### src/rtl/id_ex_reg.sv
// ID/EX pipeline register: load-use stall detection, writeback-to-decode
// operand bypass, flush squashing and a saturating count of inserted bubbles.
module id_ex_reg #(
  parameter int WIDTH = 32
) (
  input  logic             clk,
  input  logic             rst,
  input  logic             id_valid,
  input  logic [4:0]       id_rs,
  input  logic [4:0]       id_rt,
  input  logic [4:0]       id_rd,
  input  logic [WIDTH-1:0] id_data1,
  input  logic [WIDTH-1:0] id_data2,
  input  logic [WIDTH-1:0] id_imm,
  input  logic [7:0]       id_ctrl,
  input  logic             flush,
  input  logic             wb_regwrite,
  input  logic [4:0]       wb_addr,
  input  logic [WIDTH-1:0] wb_data,
  output logic             ex_valid,
  output logic [4:0]       ex_rs,
  output logic [4:0]       ex_rt,
  output logic [4:0]       ex_dest,
  output logic [WIDTH-1:0] ex_data1,
  output logic [WIDTH-1:0] ex_data2,
  output logic [WIDTH-1:0] ex_imm,
  output logic [7:0]       ex_ctrl,
  output logic             stall,
  output logic [15:0]      bubble_cnt
);

  // state | meaning
  // RUN   | normal issue; load-use hazards may raise stall
  // HOLD  | bubble just inserted for a load-use; stall suppressed one cycle
  typedef enum logic {RUN = 1'b0, HOLD = 1'b1} state_t;

  localparam logic [15:0] CNT_MAX = 16'hFFFF;

  state_t           state_q, state_d;
  logic             ex_valid_q, ex_valid_d;
  logic [4:0]       ex_rs_q, ex_rs_d;
  logic [4:0]       ex_rt_q, ex_rt_d;
  logic [4:0]       ex_dest_q, ex_dest_d;
  logic [WIDTH-1:0] ex_data1_q, ex_data1_d;
  logic [WIDTH-1:0] ex_data2_q, ex_data2_d;
  logic [WIDTH-1:0] ex_imm_q, ex_imm_d;
  logic [7:0]       ex_ctrl_q, ex_ctrl_d;
  logic [15:0]      bubble_cnt_q, bubble_cnt_d;

  logic hazard;
  logic stall_int;
  logic insert_bubble;
  logic byp1;
  logic byp2;

  always_comb begin
    hazard = ex_valid_q & ex_ctrl_q[6] & id_valid & (ex_rt_q != 5'd0) &
             ((ex_rt_q == id_rs) | (ex_rt_q == id_rt));
    // A redirect overrides the hazard: the dependent instruction is squashed
    // anyway, so PC and IF/ID must be free to take the new target.
    stall_int = hazard & ~rst & ~flush & (state_q == RUN);
    insert_bubble = flush | stall_int | ~id_valid;

    byp1 = wb_regwrite & (wb_addr != 5'd0) & (wb_addr == id_rs);
    byp2 = wb_regwrite & (wb_addr != 5'd0) & (wb_addr == id_rt);

    state_d = state_q;
    case (state_q)
      RUN:     if (stall_int) state_d = HOLD;
      HOLD:    state_d = RUN;
      default: state_d = RUN;
    endcase

    ex_valid_d = ~insert_bubble;
    ex_ctrl_d  = insert_bubble ? 8'h00 : id_ctrl;
    ex_rs_d    = id_rs;
    ex_rt_d    = id_rt;
    ex_dest_d  = id_ctrl[2] ? id_rd : id_rt;
    ex_imm_d   = id_imm;
    ex_data1_d = byp1 ? wb_data : id_data1;
    ex_data2_d = byp2 ? wb_data : id_data2;

    bubble_cnt_d = bubble_cnt_q;
    if (stall_int && (bubble_cnt_q != CNT_MAX)) bubble_cnt_d = bubble_cnt_q + 16'd1;
  end

  always_ff @(posedge clk) begin
    if (rst) begin
      state_q      <= RUN;
      ex_valid_q   <= 1'b0;
      ex_ctrl_q    <= '0;
      ex_rs_q      <= '0;
      ex_rt_q      <= '0;
      ex_dest_q    <= '0;
      ex_data1_q   <= '0;
      ex_data2_q   <= '0;
      ex_imm_q     <= '0;
      bubble_cnt_q <= '0;
    end else begin
      state_q      <= state_d;
      ex_valid_q   <= ex_valid_d;
      ex_ctrl_q    <= ex_ctrl_d;
      ex_rs_q      <= ex_rs_d;
      ex_rt_q      <= ex_rt_d;
      ex_dest_q    <= ex_dest_d;
      ex_data1_q   <= ex_data1_d;
      ex_data2_q   <= ex_data2_d;
      ex_imm_q     <= ex_imm_d;
      bubble_cnt_q <= bubble_cnt_d;
    end
  end

  assign ex_valid   = ex_valid_q;
  assign ex_rs      = ex_rs_q;
  assign ex_rt      = ex_rt_q;
  assign ex_dest    = ex_dest_q;
  assign ex_data1   = ex_data1_q;
  assign ex_data2   = ex_data2_q;
  assign ex_imm     = ex_imm_q;
  assign ex_ctrl    = ex_ctrl_q;
  assign stall      = stall_int;
  assign bubble_cnt = bubble_cnt_q;

endmodule

### config.mk
export PLATFORM = sky130hd
export DESIGN_NAME = id_ex_reg
export DESIGN_NICKNAME = d
export VERILOG_FILES = /design/src/rtl/id_ex_reg.sv
export SDC_FILE = /design/constraint.sdc
export NUM_CORES = 1
export LEC_CHECK = 0
export ABC_AREA = 1
export BUFFER_PORTS_ARGS = -buffer_cell sky130_fd_sc_hd__buf_2
export CAP_MARGIN = 5
export CORE_AREA = 3 3 115 117
export DETAILED_ROUTE_END_ITERATION = 8
export DIE_AREA = 0 0 118 120
export GPL_TIMING_DRIVEN = 0
export PLACE_DENSITY = 0.86
export SLEW_MARGIN = 30
export SYNTH_ARGS = -nofsm -noshare
export SYNTH_HDL_FRONTEND = slang
export SYNTH_SLANG_ARGS = --single-unit
### constraint.sdc
create_clock -name clk -period 2.5 [get_ports clk]
set_input_delay 0.25 -clock clk [delete_from_list [all_inputs] [get_ports clk]]
set_output_delay 0.25 -clock clk [all_outputs]
set_load 0.03 [all_outputs]
==> out/metrics.yaml, run 1 <==
run:
  drv_cap: 0
worst_setup_path:
  r2r-end: "bubble_cnt[8]"
  worstReg2RegStart: "bubble_cnt[1]"
  rr_worst_depth: 10
  slowest_delay_ns: 0.40
  crit_path_end_kind: "output port"
  crit_chain: "inv_1, nand2_1, nand2_1, nor2_1, nand3_1, nand2_2, and2_4, buf_6, buf_2"
  cp_top_family: "simple AND/OR/NAND/NOR gates"
  cp_slowest_cell: "dfxtp_1"
  crit_fanout: 7
  critical_path_class: "reg -> out"
  cpMostUsedCell: "nand2_1"
  crit_arrival_ns: 1.90
  worstPathRequired_ns: 2.25
  critPathBufInv: 3
  worstSetupStartpointType: "flop"
  reg2reg_slack_ns: 0.73
sta:
  period_needed_ns: 2.15
  skew_ns: 0.00557
  rsz0062_at_grt: "false"
  worst_slew_pin_slew_ns: 0.542
  max-slew-margin-rel: 0.638
  drv_slew: 0
  period_share: 0.859
  max_freq_ghz: 0.465
  fin_tns_setup_ns: 0
  setup_viol: 0
  whs_ns: 0.0331
  finalHoldViolations: 0
logic_synthesis:
  synth_edf_count: 0
  synth_most_common_cell: "nor2_1"
  yosysUniqueCellTypes: 29
  synth_top_area_cell: "dfxtp_1"
  synth_warnings: 0
  ys_top_cells_by_area: "dfxtp_1 (54%), nor2_1 (16%), o21ai_0 (6.8%)"
  async_reset_ff_frac: 0
  synthCells: 678
  synth_flop_cell: "dfxtp_1"
  syn_avg_cell_area_um2: 7.51
  synth_nets: 840
  ys_top_cells_by_count: "nor2_1 (223), dfxtp_1 (137), inv_1 (83)"
  ys_seq_area_frac: 0.539
  synth_area_mm2: 0.00509
  synth_top_area_share: 0.539
  synth-seq-cells: 137
pwr:
  vdd_drop_max_uv: 498
  powerDensity_mw_per_mm2: 776
  p_leak_nw: 3.98
die:
  dieArea_mm2: 0.0142
  io_pins: 298
  fp.dieH_um: 120
  dieWidth_um: 118
  start_util: 0.408
  core_area_mm2: 0.0125
  rows: 41
grt:
  grt_usage: 0.230
  grt_overflow: 0
  grt_start_max_net_pins: 17
  grt_pass1_wl_mm: 25.5
  grt_pass1_vias: 5233
  antenna_found_initial: 2
placed_design:
  hpwl_mm: 12.9
  io_buffers: 297
  place_congestion: 0.929
clock_tree:
  root_buffer: "clkbuf_16"
  cts_max_path_buffers: 2
  cts_tree: "done"
  htreeDepth: 4
  clk_latency_ns: 0.41
  clk_pin_slew_worst_paths_ns: 0.05
  numClockSinks: 137
  cts_hold_buf: 0
  numCtsBuffers: 17
  cts_setup_buffers: 0
  ctsResizeCount: 0
detailed_routing:
  dr.first_iter.drc_count: 280
  drtPass1Iterations: 5
  remaining_drc_errors: 0
  wl_met3_mm: 1.26
  maxUsedRoutingLayer: "met5"
  antenna_left: 0
  wl_met2_mm: 8.51
  wl_met1_mm: 6.41
  vias: 5443
  vias_per_cell: 4.61
  finalWirelength_mm: 16.7
  wl_per_cell_um: 14.2
min_path:
  hold_depth: 3
  whs_endpoint: "ex_imm[1]"
  hp-start: "id_imm[1]"
  min_path_type: "in -> reg"
outcome:
  outcome: "finished clean"
cells_and_area:
  drive_gt1_frac: 0.348
  nets: 1156
  area_growth_pct: 46.2
cell families after synthesis:
group,after synthesis,synth area share
simple gates,327,0.263
flops,137,0.539
buf+inv,119,0.0919
compound gates,82,0.0836
xor+xnor,12,0.0206
fa+ha+maj,1,0.00246
layout by cell type (no fill, tap or decap), types with 2 or more instances in the layout:
cell	Yosys	final
inv_1	83	83
clkbuf_8	0	3
inv_2	7	7
o21bai_1	6	6
clkbuf_16	0	17
xor2_1	6	6
a21oi_1	6	6
nand3_1	6	6
nor2_1	223	223
bufinv_16	0	5
buf_2	8	305
dfxtp_1	137	137
clkbuf_1	19	24
nand2_1	68	68
nand4_1	15	15
nor3_1	4	4
o21ai_0	69	69
xnor2_1	6	6
nor2_4	2	2
tightest hold or removal path, stage by stage:
cell and delay [ns]:
buf_2 0.08, inv_1 0.03, nor2_1 0.06
worst max path at each step:
stage | from | end | slack (ns) | depth (start not counted)
2_1_floorplan | bubble_cnt[1] | bubble_cnt[8] | 0.76 | 10
3_3_place_gp | wb_addr[2] | ex_data2[3] | 0.57 | 9
3_5_place_dp | wb_addr[0] | ex_data2[3] | 0.48 | 9
4_1_cts | ex_rt[2] | stall | 0.33 | 9
5_1_grt | ex_rt[2] | stall | 0.24 | 9
6_report | ex_rt[2] | stall | 0.35 | 9
power breakdown:
| group | switching (W) | internal [W] | leakage [nW] |
|---|---|---|---|
| Clock | 0.000886 | 0.00185 | 0.312 |
| Combinational | 0.000469 | 0.000247 | 2.53 |
| Sequential | 0.0000299 | 0.00229 | 1.14 |
| Total | 0.00138 | 0.00439 | 3.98 |
per-stage QoR:
step | util | worst slack [ns] | instance area [µm²] | total power [W] | instances
after floorplan | - | 0.761 | 5090 | 0.00278 | 678
after global placement | 0.545 | 0.570 | 6790 | 0.00307 | 1147
after detailed placement | 0.545 | 0.479 | 6790 | 0.00308 | 1147
after CTS | 0.597 | 0.328 | 7440 | 0.00582 | 1179
after global routing | 0.597 | 0.238 | 7440 | 0.00598 | 1180
final | 0.597 | 0.352 | 7440 | 0.00577 | 1180
registers in the layout, indices dropped and copies added, names as in the netlist:
| register | cells |
|---|---|
| ex_imm | 32 |
| ex_ctrl | 8 |
| state_q | 1 |
| bubble_cnt | 16 |
| ex_data2 | 32 |
| ex_valid | 1 |
| ex_rt | 5 |
| ex_dest | 5 |
| ex_data1 | 32 |
| ex_rs | 5 |
area by class of cell:
class	count	area (µm²)
fill	1122	5020
sequential	137	2740
multi-input combinational	422	1880
timing repair buffer	297	1490
clock buffer	25	485
inverter	90	338
tap	172	215
clock inverter	7	163
buffer	29	130
antenna	1	2.50
per-layer routing:
layer / up-vias / track usage
li1: 2705 / -
met1: 2427 / 0.241
met2: 258 / 0.419
met3: 51 / 0.0716
met4: 2 / 0.108
met5: - / 0
No activity file was read; power rests on OpenSTA's default activity.
==> run 2: changes to the inputs <==
- CORE_AREA: 3 3 115 117 -> not set
- CORE_ASPECT_RATIO: not set -> 1.4
- CORE_MARGIN: not set -> 3
- CORE_UTILIZATION: not set -> 39
- DIE_AREA: 0 0 118 120 -> not set
- clock period: 2.5 -> 1.9 ns (I/O delays scaled with it)
==> out/metrics.yaml, run 2 (same netlist as run 1, synthesis figures left out) <==
die:
  rows: 48
  fp.dieH_um: 141
  start_util: 0.406
  dieWidth_um: 103
  core_area_mm2: 0.0126
  dieArea_mm2: 0.0145
  io_pins: 298
placed_design:
  place_inst: 1125
  io_buffers: 297
  place_congestion: 0.987
  hpwl_mm: 13.4
worst_setup_path:
  worstPathRequired_ns: 1.71
  crit_path_end: "stall"
  worst-path-stages: 8
  reg2reg_slack_ns: 0.16
  cp_top_family: "simple AND/OR/NAND/NOR gates"
  rr_worst_depth: 10
  critical_path_class: "reg -> out"
  cpMostUsedCell: "nand2_1"
  r2r-end: "bubble_cnt[8]"
  slowest_delay_ns: 0.37
  worstReg2RegStart: "bubble_cnt[1]"
  crit_fanout: 6
  cp_slowest_cell: "dfxtp_4"
  crit_path_end_kind: "output port"
  critPathBufInv: 2
  cp-startpoint: "ex_rt[2]"
  crit_chain: "inv_1, nand2_1, nand2_1, nor2_1, nand3_1, nand2_4, and2_4, buf_6"
  worstSetupStartpointType: "flop"
  crit_arrival_ns: 1.59
detailed_routing:
  finalWirelength_mm: 18.3
  vias_per_cell: 4.75
  antenna_left: 0
  dr.first_iter.drc_count: 201
  remaining_drc_errors: 0
  vias: 5752
  wl_per_cell_um: 15.1
  drtPass1Iterations: 5
pwr:
  p_leak_nw: 4.14
  powerDensity_mw_per_mm2: 912
  vdd_drop_max_uv: 591
grt:
  grt_pass1_vias: 5705
  gr-usage-met2: 0.441
  grt_overflow: 0
  grt_pass1_wl_mm: 27.5
  use_met3: 0.0649
  grt_start_max_net_pins: 17
  antenna_found_initial: 0
  grtUsageMet1: 0.248
  top_usage_layer: "met2"
  grt_usage: 0.246
cells_and_area:
  final_core_util: 0.627
  final_cell_mix: "buf_2 (304), nor2_1 (223), dfxtp_1 (132)"
  drive_gt1_frac: 0.339
  final_common_cell: "buf_2"
  nets: 1209
  finalNonFillerCells: 1210
  n_fill_cell: 1050
  area_growth_pct: 54.7
  insertedDiodeCount: 0
min_path:
  min_path_type: "in -> reg"
run:
  drv_cap: 0
clock_tree:
  clk_pin_slew_worst_paths_ns: 0.06
  numCtsBuffers: 17
  cts_tree: "done"
  htreeDepth: 4
  clk_latency_ns: 0.40
  cts_max_path_buffers: 2
  numClockSinks: 137
  root_buffer: "clkbuf_16"
sta:
  rsz0062_at_grt: "false"
  max-slew-margin-rel: 0.638
  fin_tns_setup_ns: 0
  worst_slew_pin_slew_ns: 0.543
  skew_ns: 0.00850
  period_share: 0.938
  setup_viol: 0
  period_needed_ns: 1.78
  finalHoldViolations: 0
  max_freq_ghz: 0.561
  drv_slew: 0
outcome:
  outcome: "finished clean"
[run 2: cell count changes in the layout (fill, tap and decap cells not counted), moves of 2 or more]
cell | previous run | this run
clkinv_4 | 0 | 3
dfxtp_2 | 0 | 4
buf_4 | 1 | 3
dlygate4sd3_1 | 0 | 52
inv_6 | 0 | 2
clkbuf_1 | 24 | 21
clkbuf_8 | 3 | 0
bufinv_16 | 5 | 1
dfxtp_1 | 137 | 132
clkinvlp_4 | 1 | 6
[run 2: how the worst min path moves through the flow]
stage,depth (start not counted),from,end,slack [ns]
2_1_floorplan,2,id_rs[1],ex_rs[1],0.30
3_3_place_gp,3,id_imm[30],ex_imm[30],0.39
3_5_place_dp,3,id_imm[21],ex_imm[21],0.40
4_1_cts,3,id_data1[16],ex_data1[16],0.0001
5_1_grt,3,id_data1[31],ex_data1[31],0.009
6_report,3,id_data1[16],ex_data1[16],0.01
[run 2: area by class of cell]
class	count	area (µm²)	area share
well taps	150	188	0.0238
clock inverters	13	124	0.0157
multi-input cells	422	1890	0.240
repair buffers	351	2030	0.258
inverters	90	338	0.0429
plain buffers	28	119	0.0151
flip-flops and latches	137	2750	0.349
clock buffers	19	433	0.0550
[run 2: timing repair]
item                                    CTS  global route
endpoints found under the hold margin    52             0
endpoints found under the setup margin    1             3
resized for setup                         7             3
pin swaps                                 1             3
buffers inserted                          1             1
hold buffers                             52             0
[run 2: where the power goes]
part	switching (W)	leakage (nW)	total [W]	internal, W
Clock	0.00126	0.252	0.00308	0.00181
Combinational	0.000647	2.76	0.00104	0.000397
Sequential	0.0000425	1.14	0.00306	0.00302
[run 2: tightest hold or removal path, cell delays in order]
cell	delay (ns)
buf_2	0.07
nor2_1	0.03
nor2_1	0.08
[run 2: through the flow]
stage / hold slack, ns / area [µm²] / total power [W] / setup slack (ns)
floorplan: 0.297 / 5090 / 0.00365 / 0.161
global placement: 0.388 / 6760 / 0.00404 / 0.167
detailed placement: 0.396 / 6760 / 0.00406 / 0.135
CTS: 0.000114 / 7860 / 0.00723 / 0.00438
global route: 0.00925 / 7870 / 0.00748 / 0.00837
finish: 0.0136 / 7870 / 0.00718 / 0.117
[run 2: metal layers]
layer	vias up	part of all wire
li1	2807	-
met1	2575	0.35
met2	296	0.53
met3	74	0.069
met4	0	0.051
met5	-	0
==> run 3: changes to the inputs <==
- CORE_AREA: not set -> 3 3 115 117
- CORE_ASPECT_RATIO: 1.4 -> not set
- CORE_MARGIN: 3 -> not set
- CORE_UTILIZATION: 39 -> not set
- CTS_CLUSTER_DIAMETER: not set -> 50
- DIE_AREA: not set -> 0 0 118 120
- clock period: 1.9 -> 2.1 ns (I/O delays scaled with it)
==> out/metrics.yaml, run 3 (same netlist as run 1, synthesis figures left out) <==
cells_and_area:
  final_common_cell: "buf_2"
  area_growth_pct: 54.9
  drive_gt1_frac: 0.338
  final_cell_mix: "buf_2 (304), nor2_1 (223), dfxtp_1 (133)"
  nets: 1199
sta:
  fin_tns_setup_ns: 0
  rsz0062_at_grt: "false"
  max_freq_ghz: 0.510
  setup_viol: 0
  worst_slew_pin_slew_ns: 0.521
  whs_ns: 0.0151
  period_needed_ns: 1.96
  period_share: 0.934
  skew_ns: 0.00514
  max-slew-margin-rel: 0.652
  drv_slew: 0
  finalHoldViolations: 0
worst_setup_path:
  slowest_delay_ns: 0.36
  cp_slowest_cell: "dfxtp_2"
  critPathBufInv: 3
  crit_path_end_kind: "output port"
  worstSetupStartpointType: "flop"
  cpMostUsedCell: "nand2_1"
  critical_path_class: "reg -> out"
  crit_fanout: 6
  crit_chain: "inv_1, nand2_1, nand2_1, nor2_1, nand3_1, nand2_4, and2_4, buf_6, buf_4"
  crit_arrival_ns: 1.75
  worstPathRequired_ns: 1.89
  cp_top_family: "simple AND/OR/NAND/NOR gates"
  reg2reg_slack_ns: 0.32
placed_design:
  io_buffers: 297
  hpwl_mm: 12.9
  place_congestion: 0.929
pwr:
  powerDensity_mw_per_mm2: 883
  seqPwrFrac: 0.397
  p_switching_w: 0.00168
  p_leak_nw: 4.16
  switching_share: 0.242
  vdd_drop_max_uv: 600
  combPwrFrac: 0.133
  internal_power_w: 0.00528
  p_clk_frac: 0.470
clock_tree:
  root_buffer: "clkbuf_16"
  cts_tree: "done"
  clk_pin_slew_worst_paths_ns: 0.06
  cts_max_path_buffers: 2
  clk_latency_ns: 0.42
  htreeDepth: 4
  numClockSinks: 137
  numCtsBuffers: 17
detailed_routing:
  wl_per_cell_um: 14.6
  antenna_left: 0
  vias_per_cell: 4.66
  drtPass1Iterations: 5
  vias: 5697
  finalWirelength_mm: 17.9
  dr.first_iter.drc_count: 300
  remaining_drc_errors: 0
die:
  fp.dieH_um: 120
  dieArea_mm2: 0.0142
  io_pins: 298
  start_util: 0.408
  rows: 41
  dieWidth_um: 118
  core_area_mm2: 0.0125
grt:
  grt_pass1_wl_mm: 27.1
  grt_start_max_net_pins: 17
  grt_usage: 0.244
  grt_pass1_vias: 5595
  grt_overflow: 0
  antenna_found_initial: 2
min_path:
  min_path_type: "in -> reg"
run:
  drv_cap: 0
outcome:
  outcome: "finished clean"
-- run 3: cell types whose count changed in the layout (fill, tap and decap cells not counted), moves of 2 or more --
cell,change
bufinv_16,+4
clkbuf_1,+3
inv_6,-2
dlygate4sd3_1,-10
clkbuf_8,+3
clkinv_4,-3
clkinvlp_4,-5
-- run 3: final cells by class --
| type | instances | area [µm²] |
|---|---|---|
| Clock buffer | 25 | 485 |
| Timing Repair Buffer | 340 | 1920 |
| Antenna cell | 1 | 2.50 |
| Multi-Input combinational cell | 422 | 1880 |
| Sequential cell | 137 | 2750 |
| Inverter | 90 | 338 |
| Clock inverter | 7 | 163 |
| Fill cell | 1028 | 4580 |
| Tap cell | 172 | 215 |
| Buffer | 29 | 130 |
-- run 3: repair_timing --
item	in CTS	in global routing
resized for setup	1	5
hold buffers	41	1
pin swaps	0	1
hold endpoints to repair	41	1
setup endpoints to repair	1	1
buffers inserted	0	1
-- run 3: per-stage QoR --
step	instances	setup WS, ns	cell area [µm²]	power [W]	utilization
3_3_place_gp	1147	0.210	6790	0.00365	0.545
5_1_grt	1223	0.0494	7880	0.00721	0.632
2_1_floorplan	678	0.361	5090	0.00330	-
6_report	1223	0.138	7880	0.00696	0.632
3_5_place_dp	1147	0.119	6790	0.00367	0.545
4_1_cts	1220	0.00445	7850	0.00699	0.630
-- run 3: metal layers --
metal  up-vias  wire length [µm]  global-route usage
met5         -                13                   0
met4         2               542               0.111
met3        48              1290              0.0778
met2       291              9190               0.448
met1      2573              6830               0.254
li1       2783                 -                   -
-- run 3: path summary, 6_finish.rpt --
path,startpoint,cells after the start,to
max reg2reg,bubble_cnt[1],10,bubble_cnt[8]
max,ex_rt[2],9,stall
min reg2reg,bubble_cnt[7],2,bubble_cnt[7]
min,id_ctrl[7],3,ex_ctrl[7]
-- run 3: worst register-to-register path, cell delays in order (launching register included) --
cell	delay [ns]
dfxtp_1	0.38
ha_1	0.19
nand2_1	0.08
nor2_1	0.13
nand2_1	0.14
nor2_2	0.15
nand3_2	0.22
nand4_1	0.22
nand2_1	0.07
nand2_1	0.06
nor2_1	0.04
-- run 3: power groups by stage --
stage | logic, W | registers [W] | clock network [W]
global route | 0.000998 | 0.00277 | 0.00343
global placement | 0.000836 | 0.00281 | 0
detailed placement | 0.000849 | 0.00282 | 0
floorplan | 0.000222 | 0.00308 | 0
finish | 0.000926 | 0.00276 | 0.00327
CTS | 0.000914 | 0.00276 | 0.00331
